===== src/rtl/demux_pkg.sv =====
// rtl/demux_pkg.sv - shared constants and helpers for the 1-to-N stream demux
package demux_pkg;

  localparam int DEF_WIDTH = 8;
  localparam int DEF_N_CH  = 4;
  localparam int DEF_CNT_W = 8;

  localparam logic [DEF_CNT_W-1:0] DROP_MAX = '1;

  function automatic int clog2(input int n);
    int r;
    r = 0;
    while ((1 << r) < n) r++;
    return r;
  endfunction

endpackage


===== src/rtl/demux_slot.sv =====
// rtl/demux_slot.sv - one-entry output buffer for a single demux channel
module demux_slot #(
  parameter int WIDTH = 8
) (
  input  logic             clk,
  input  logic             rst,
  input  logic             load,
  input  logic [WIDTH-1:0] load_data,
  input  logic             out_ready,
  output logic             valid,
  output logic [WIDTH-1:0] data,
  output logic             free
);

  assign free = !valid || out_ready;

  // A load in the same cycle as a drain wins: valid stays high with new data.
  always_ff @(posedge clk or posedge rst) begin
    if (rst) begin
      valid <= 1'b0;
      data  <= '0;
    end else if (load) begin
      valid <= 1'b1;
      data  <= load_data;
    end else if (out_ready) begin
      valid <= 1'b0;
    end
  end

endmodule


===== src/rtl/demux_stream_1ton.sv =====
// rtl/demux_stream_1ton.sv - registered 1-to-N stream demux with broadcast and drop counter
module demux_stream_1ton
  import demux_pkg::*;
#(
  parameter  int WIDTH = DEF_WIDTH,
  parameter  int N_CH  = DEF_N_CH,
  parameter  int CNT_W = DEF_CNT_W,
  localparam int SEL_W = clog2(N_CH)
) (
  input  logic                  clk,
  input  logic                  rst,
  input  logic [WIDTH-1:0]      in_data,
  input  logic [SEL_W-1:0]      in_sel,
  input  logic                  in_bcast,
  input  logic                  in_valid,
  output logic                  in_ready,
  output logic [N_CH*WIDTH-1:0] out_data,
  output logic [N_CH-1:0]       out_valid,
  input  logic [N_CH-1:0]       out_ready,
  output logic [CNT_W-1:0]      drop_cnt,
  output logic                  drop_pulse
);

  localparam logic [CNT_W-1:0] CNT_MAX = '1;

  logic [N_CH-1:0] free;
  logic [N_CH-1:0] sel_hot;
  logic [N_CH-1:0] load;
  logic            in_range;
  logic            ready_raw;
  logic            accept;
  logic            drop;

  always_comb begin
    sel_hot = '0;
    for (int k = 0; k < N_CH; k++) begin
      if (in_sel == SEL_W'(k)) sel_hot[k] = 1'b1;
    end
  end

  assign in_range = |sel_hot;

  // Out-of-range selects are always accepted so the producer never stalls on them.
  always_comb begin
    ready_raw = 1'b1;
    if (in_bcast)      ready_raw = &free;
    else if (in_range) ready_raw = |(free & sel_hot);
  end

  assign in_ready = ready_raw && !rst;
  assign accept   = in_valid && in_ready;
  assign drop     = accept && !in_bcast && !in_range;

  always_comb begin
    load = '0;
    if (accept) load = in_bcast ? '1 : sel_hot;
  end

  for (genvar k = 0; k < N_CH; k++) begin : g_slot
    demux_slot #(.WIDTH(WIDTH)) u_slot (
      .clk       (clk),
      .rst       (rst),
      .load      (load[k]),
      .load_data (in_data),
      .out_ready (out_ready[k]),
      .valid     (out_valid[k]),
      .data      (out_data[k*WIDTH +: WIDTH]),
      .free      (free[k])
    );
  end

  always_ff @(posedge clk or posedge rst) begin
    if (rst) begin
      drop_cnt   <= '0;
      drop_pulse <= 1'b0;
    end else begin
      drop_pulse <= drop;
      if (drop && drop_cnt != CNT_MAX) drop_cnt <= drop_cnt + 1'b1;
    end
  end

endmodule


===== config.mk =====
export PLATFORM = sky130hd
export DESIGN_NAME = demux_stream_1ton
export DESIGN_NICKNAME = d
export VERILOG_FILES = /design/src/rtl/demux_pkg.sv /design/src/rtl/demux_slot.sv /design/src/rtl/demux_stream_1ton.sv
export SDC_FILE = /design/constraint.sdc
export NUM_CORES = 1
export LEC_CHECK = 0
export ABC_AREA = 1
export CORE_UTILIZATION = 40
export DETAILED_ROUTE_END_ITERATION = 16
export PLACE_DENSITY = 0.81
export SYNTH_ARGS = -nofsm -noshare
export SYNTH_HDL_FRONTEND = slang
export SYNTH_SLANG_ARGS = --single-unit

===== constraint.sdc =====
create_clock -name clk -period 4 [get_ports clk]
set_input_delay 0.8 -clock clk [delete_from_list [all_inputs] [get_ports clk]]
set_output_delay 0.8 -clock clk [all_outputs]
set_load 0.03 [all_outputs]

==> impl_metrics.json, run 1 <==
{
  "num_rows": 24,
  "r2r_cells": 8,
  "synthAdderAreaFrac": 0,
  "dr.pass1.iters": 10,
  "drv_slew": 0,
  "cts.path.max_buffers": 2,
  "crit_fanout": 5,
  "synth_area_mm2": 0.00192,
  "ff2ff_setup_slack_ns": 2.40,
  "critical_path_class": "input pin to output pin",
  "io_buffers": 63,
  "reg2reg_from": "g_slot[2].u_slot.valid",
  "tns_ns": 0,
  "yosys.area_share.simple": 0.320,
  "synth_nets": 227,
  "end_kind": "output pin",
  "drt-wirelength-per-cell_um": 14.8,
  "grt_pass1_wl_um": 7630,
  "coreArea_mm2": 0.00447,
  "drc": 6,
  "cts_setup_buffers": 0,
  "ctsResizeCount": 0,
  "yosysWarnings": 0,
  "drtIter0Drc": 129,
  "cts_max_level": 2,
  "status": "finished, violations left",
  "clk_pin_slew_ns": 0.07,
  "die-height_um": 71.3,
  "finalClockSkew_ns": 0.00658,
  "power_density_mw_per_mm2": 538,
  "leakage_nw": 1.32,
  "cts_hold_buf": 0,
  "hold_path_end": "drop_cnt[6]",
  "final_cells": 316,
  "post-dp-hpwl_um": 3250,
  "yosysSeqAreaShare": 0.586,
  "max_cap_violations": 0,
  "cts_tree": "yes",
  "min_period_ns": 2.86,
  "dpl.cell_count": 308,
  "worstHoldPathType": "flop to flop",
  "wirelength_um": 4660,
  "grt_pass1_vias": 1635,
  "whs_path_depth": 0,
  "tightest_slew_ns": 0.794,
  "numClockSinks": 45,
  "viasPerCell": 5.16,
  "postRouteAntennaNets": 0,
  "antenna_found_initial": 0,
  "grt_max_degree": 46,
  "ys_seq_elements": 45,
  "synthXorXnorAreaFrac": 0,
  "numCtsBuffers": 5,
  "synthMuxAreaShare": 0,
  "crit_start": "in_sel[0]",
  "hp-start": "drop_cnt[6]",
  "r2r_end": "g_slot[1].u_slot.data[3]",
  "dieArea_mm2": 0.00509,
  "clk_latency_ns": 0.29,
  "fmax_ghz": 0.349,
  "track_usage": 0.196,
  "synth_cell_types": 20,
  "start_util": 0.430,
  "slew_headroom": 0.469,
  "fin_nets": 281,
  "rsz0062_at_grt": "no",
  "crit_arrival_ns": 2.06,
  "io_pins": 64,
  "diodes": 0,
  "gp_congestion": 0.844,
  "fin_crit_sh": 0.716,
  "fp.dieW_um": 71.3,
  "synth_compound_area_frac": 0.0143,
  "area_delta_synth_final_pct": 36.8,
  "ir_drop_mv": 0.302,
  "required_ns": 3.20,
  "cp-start-kind": "input pin",
  "vias": 1630,
  "grt-ovfl-total": 0,
  "setup_violations": 0,
  "synth_top_family_by_area": "simple AND/OR/NAND/NOR gates",
  "cts_root_buf": "clkbuf_8",
  "drive_gt1_frac": 0.0909,
  "finalHoldViolCount": 0,
  "violations": "design-rule violations",
  "syn_avg_cell_area_um2": 9.20,
  "syn_inst": 209
}
-- per-layer routing --
layer | wire, um | track usage | vias to the layer above
met1 | 2060 | 0.260 | 764
li1 | - | - | 786
met3 | 322 | 0.0520 | 7
met2 | 2220 | 0.314 | 73
met5 | 0 | 0 | -
met4 | 59 | 0.0667 | 0
-- area by class of cell --
| cell class | instances | area, um^2 |
|---|---|---|
| Clock inverter | 1 | 5.00 |
| Tap cell | 52 | 65.1 |
| Inverter | 11 | 41.3 |
| Clock buffer | 7 | 96.3 |
| Multi-Input combinational cell | 134 | 646 |
| Fill cell | 411 | 1840 |
| Timing Repair Buffer | 66 | 651 |
| Sequential cell | 45 | 1130 |
-- Yosys cell counts, drive strengths merged --
master / number / area [um^2]
nand4: 36 / 250
nand3: 2 / 10.0
nand2: 83 / 314
o21ai: 4 / 27.5
dfrtp: 45 / 1130
buf: 8 / 67.6
conb: 1 / 3.75
inv: 10 / 37.5
clkbuf: 11 / 41.3
nor2: 8 / 40.0
clkinv: 1 / 3.75
-- per-stage QoR --
step / total power (W) / hold WS [ns] / area, um^2 / setup slack, ns / util
2_1_floorplan: 0.000894 / 0.487 / 1920 / 0.828 / -
3_3_place_gp: 0.00111 / 0.364 / 2530 / 1.17 / 0.565
3_5_place_dp: 0.00112 / 0.364 / 2530 / 1.16 / 0.565
4_1_cts: 0.00143 / 0.383 / 2630 / 1.15 / 0.588
5_1_grt: 0.00148 / 0.394 / 2630 / 1.02 / 0.588
6_report: 0.00141 / 0.378 / 2630 / 1.14 / 0.588
-- power breakdown --
part           internal (W)  switching (W)  leakage (nW)  total (W)
Clock              0.000156       0.000147        0.0542   0.000303
Sequential         0.000540      0.0000505         0.575   0.000591
Combinational      0.000203       0.000317         0.692   0.000521
Total              0.000900       0.000515          1.32    0.00141
-- flip-flops by register name (all words and copies together), names as in the netlist --
signal / count
drop_pulse: 1
g_slot.u_slot.valid: 4
g_slot.u_slot.data: 32
drop_cnt: 8
-- how the worst max path moves through the flow --
| stage | to | slack, ns | depth (start not counted) |
|---|---|---|---|
| floorplan | in_ready | 0.83 | 4 |
| global placement | in_ready | 1.17 | 8 |
| detailed placement | in_ready | 1.16 | 8 |
| CTS | in_ready | 1.15 | 8 |
| global route | in_ready | 1.02 | 8 |
| finish | in_ready | 1.14 | 8 |
-- cell usage in the layout (no fill, tap or decap), drive strengths merged --
| cell | n |
|---|---|
| nand2 | 83 |
| clkbuf | 7 |
| o21ai | 4 |
| conb | 1 |
| dfrtp | 45 |
| nor2 | 8 |
| buf | 4 |
| inv | 10 |
| clkdlybuf4s50 | 62 |
| nand3 | 2 |
| clkinv | 2 |
| nand4 | 36 |
-- critical path, stage by stage --
cell             delay [ns]
clkdlybuf4s50_1        0.51
nand2_1                0.15
inv_1                  0.05
nand2_1                0.07
nand3_1                0.08
nor2_1                 0.17
nor2_4                 0.06
buf_4                  0.17
-- cells by family (layout without fill, tap and decap cells) --
| family | after synthesis | count (layout) |
|---|---|---|
| DFF | 45 | 45 |
| buffers and inverters | 30 | 85 |
| AOI/OAI and AO/OA | 4 | 4 |
| and+or+nand+nor | 129 | 129 |
| other | 1 | 1 |
No activity file was read; power rests on OpenSTA's default activity.
==> run 2: changes to the inputs <==
--- a/config.mk
+++ b/config.mk
@@ -8,7 +8,7 @@
 export ABC_AREA = 1
 export CORE_UTILIZATION = 40
 export DETAILED_ROUTE_END_ITERATION = 16
-export PLACE_DENSITY = 0.81
+export PLACE_DENSITY = 0.84
 export SYNTH_ARGS = -nofsm -noshare
 export SYNTH_HDL_FRONTEND = slang
 export SYNTH_SLANG_ARGS = --single-unit
==> constraint.sdc (replaced) <==
create_clock -name clk -period 2.6 [get_ports clk]
set_input_delay 0.52 -clock clk [delete_from_list [all_inputs] [get_ports clk]]
set_output_delay 0.52 -clock clk [all_outputs]
set_load 0.03 [all_outputs]
==> run 2 against run 1 <==
Against the previous run: the flow still finishes with violations (design-rule violations); clock power is 44% higher; register-to-register slack worse by 1.4 ns; first-iteration DRC count is 5.4% higher; sequential power is 53% higher; clock skew is 0.0026 ns lower; critical path type unchanged.
==> impl_metrics.json, run 2 (synthesized netlist as in run 1, its figures left out) <==
{
  "area_delta_synth_final_pct": 38.2,
  "end_kind": "output pin",
  "diodes": 0,
  "drt-wirelength-per-cell_um": 14.5,
  "drive_gt1_frac": 0.101,
  "setup_violations": 0,
  "cp_common_cell": "nor2_1",
  "tightest_slew_ns": 0.554,
  "post-dp-hpwl_um": 3210,
  "final_cell_mix": "nand2_1 (82), clkdlybuf4s50_1 (62), dfrtp_1 (45), nand4_1 (32), buf_4 (9)",
  "final_area_mm2": 0.00266,
  "cts_hold_buf": 0,
  "dpl_cell_area_mm2": 0.00257,
  "status": "finished, violations left",
  "fmax_ghz": 0.436,
  "power_density_mw_per_mm2": 811,
  "num_rows": 24,
  "clk_latency_ns": 0.30,
  "clk_pin_slew_ns": 0.07,
  "die-height_um": 71.3,
  "crit_arrival_ns": 1.78,
  "drtIter0Drc": 136,
  "slew_headroom": 0.631,
  "worstHoldPathType": "flop to flop",
  "grt_pass1_wl_um": 7780,
  "max_cap_violations": 0,
  "numClockSinks": 45,
  "dieArea_mm2": 0.00509,
  "final_common_cell": "nand2_1",
  "fp.dieW_um": 71.3,
  "n_fill_cell": 403,
  "postRouteAntennaNets": 0,
  "io_buffers": 63,
  "io_pins": 64,
  "grt_max_degree": 46,
  "drv_slew": 0,
  "required_ns": 2.08,
  "leakage_nw": 1.33,
  "holdWs_ns": 0.379,
  "numCtsBuffers": 5,
  "ir_drop_mv": 0.478,
  "largest_reg_flops": 32,
  "cp_cell_sequence": "clkdlybuf4s50_1 -> inv_2 -> nor2_1 -> nand2_1 -> nand3_1 -> nor2_1 -> nor2_4 -> buf_4",
  "finalClockSkew_ns": 0.00398,
  "min_period_ns": 2.30,
  "cts_tree": "yes",
  "coreArea_mm2": 0.00447,
  "tns_ns": 0,
  "cts.path.max_buffers": 2,
  "top_register": "g_slot.u_slot.data",
  "ctsResizeCount": 0,
  "violations": "design-rule violations",
  "cts_root_buf": "clkbuf_8",
  "antenna_found_initial": 0,
  "reg_top3": "g_slot.u_slot.data: 32 flops, drop_cnt: 8 flops, g_slot.u_slot.valid: 4 flops",
  "track_usage": 0.197,
  "cp-start-kind": "input pin",
  "dr.pass1.iters": 10,
  "crit_fanout": 5,
  "cp_slowest_cell": "clkdlybuf4s50_1",
  "fin_crit_sh": 0.883,
  "cts_max_level": 2,
  "wirelength_um": 4650,
  "cts_setup_buffers": 0,
  "grt-ovfl-total": 0,
  "drc": 5,
  "finalHoldViolCount": 0,
  "fin_nets": 286,
  "vias": 1642,
  "start_util": 0.430,
  "critical_path_class": "input pin to output pin",
  "viasPerCell": 5.13,
  "gp_congestion": 0.949,
  "grt_pass1_vias": 1618,
  "rsz0062_at_grt": "no",
  "cp_slowest_stage_delay_ns": 0.57
}
## run 2: changes by cell type in the layout (fill, tap and decap cells not counted), sizes merged
cell / previous run / this run
buf: 4 / 9
clkinv: 2 / 1
clkinvlp: 0 / 1
inv: 10 / 9
## run 2: area by class of cell
class                           instances  area [um^2]  area share
Multi-Input combinational cell        134          646       0.243
Timing Repair Buffer                   71          688       0.259
Sequential cell                        45         1130       0.424
Inverter                               11         45.0      0.0170
Clock buffer                            7         86.3      0.0325
Tap cell                               52         65.1      0.0245
## run 2: worst max-delay path, delay by kind of cell
kind	cells	cell delay [ns]
buffers and inverters	3	0.82
and+or+nand+nor	5	0.43
## run 2: power by group
part / switching, W / internal [W]
logic: 0.000493 / 0.000319
registers: 0.0000739 / 0.000831
clock network: 0.000225 / 0.000211
## run 2: final timing paths
kind | from | end | slack (ns) | cells after the start
worst min-delay path | drop_cnt[1] | drop_cnt[1] | 0.38 | 0
max in group asynchronous | rst | g_slot[2].u_slot.data[3] | 1.41 | 3
worst max register to register | g_slot[2].u_slot.valid | g_slot[3].u_slot.data[4] | 1.02 | 8
worst min register to register | drop_cnt[1] | drop_cnt[1] | 0.38 | 0
worst max-delay path | in_sel[0] | in_ready | 0.30 | 8
min in group asynchronous | rst | g_slot[3].u_slot.valid | 0.81 | 3
## run 2: layer usage
metal  vias up  routed length [um]  global-route usage
met1       770                2110               0.294
met5         -                   0                   0
met4         0                  39              0.0556
met2        71                2120               0.285
li1        797                   -                   -
met3         4                 384              0.0534
## run 2: through the flow
stage / utilization / std cells / power (W) / setup slack [ns]
global route: 0.594 / 320 / 0.00227 / 0.193
detailed placement: 0.574 / 313 / 0.00173 / 0.326
finish: 0.594 / 320 / 0.00215 / 0.304
CTS: 0.594 / 320 / 0.00217 / 0.317
global placement: 0.574 / 313 / 0.00172 / 0.349
floorplan: - / 209 / 0.00138 / 0.391
==> run 3: changes to the inputs <==
--- a/config.mk
+++ b/config.mk
@@ -9,6 +9,7 @@
 export CORE_UTILIZATION = 40
 export DETAILED_ROUTE_END_ITERATION = 16
 export PLACE_DENSITY = 0.84
+export SKIP_CTS_REPAIR_TIMING = 1
 export SYNTH_ARGS = -nofsm -noshare
 export SYNTH_HDL_FRONTEND = slang
 export SYNTH_SLANG_ARGS = --single-unit
==> results of run 3 <==
No change in the layout: final DEF, timing and power equal those of run 2.
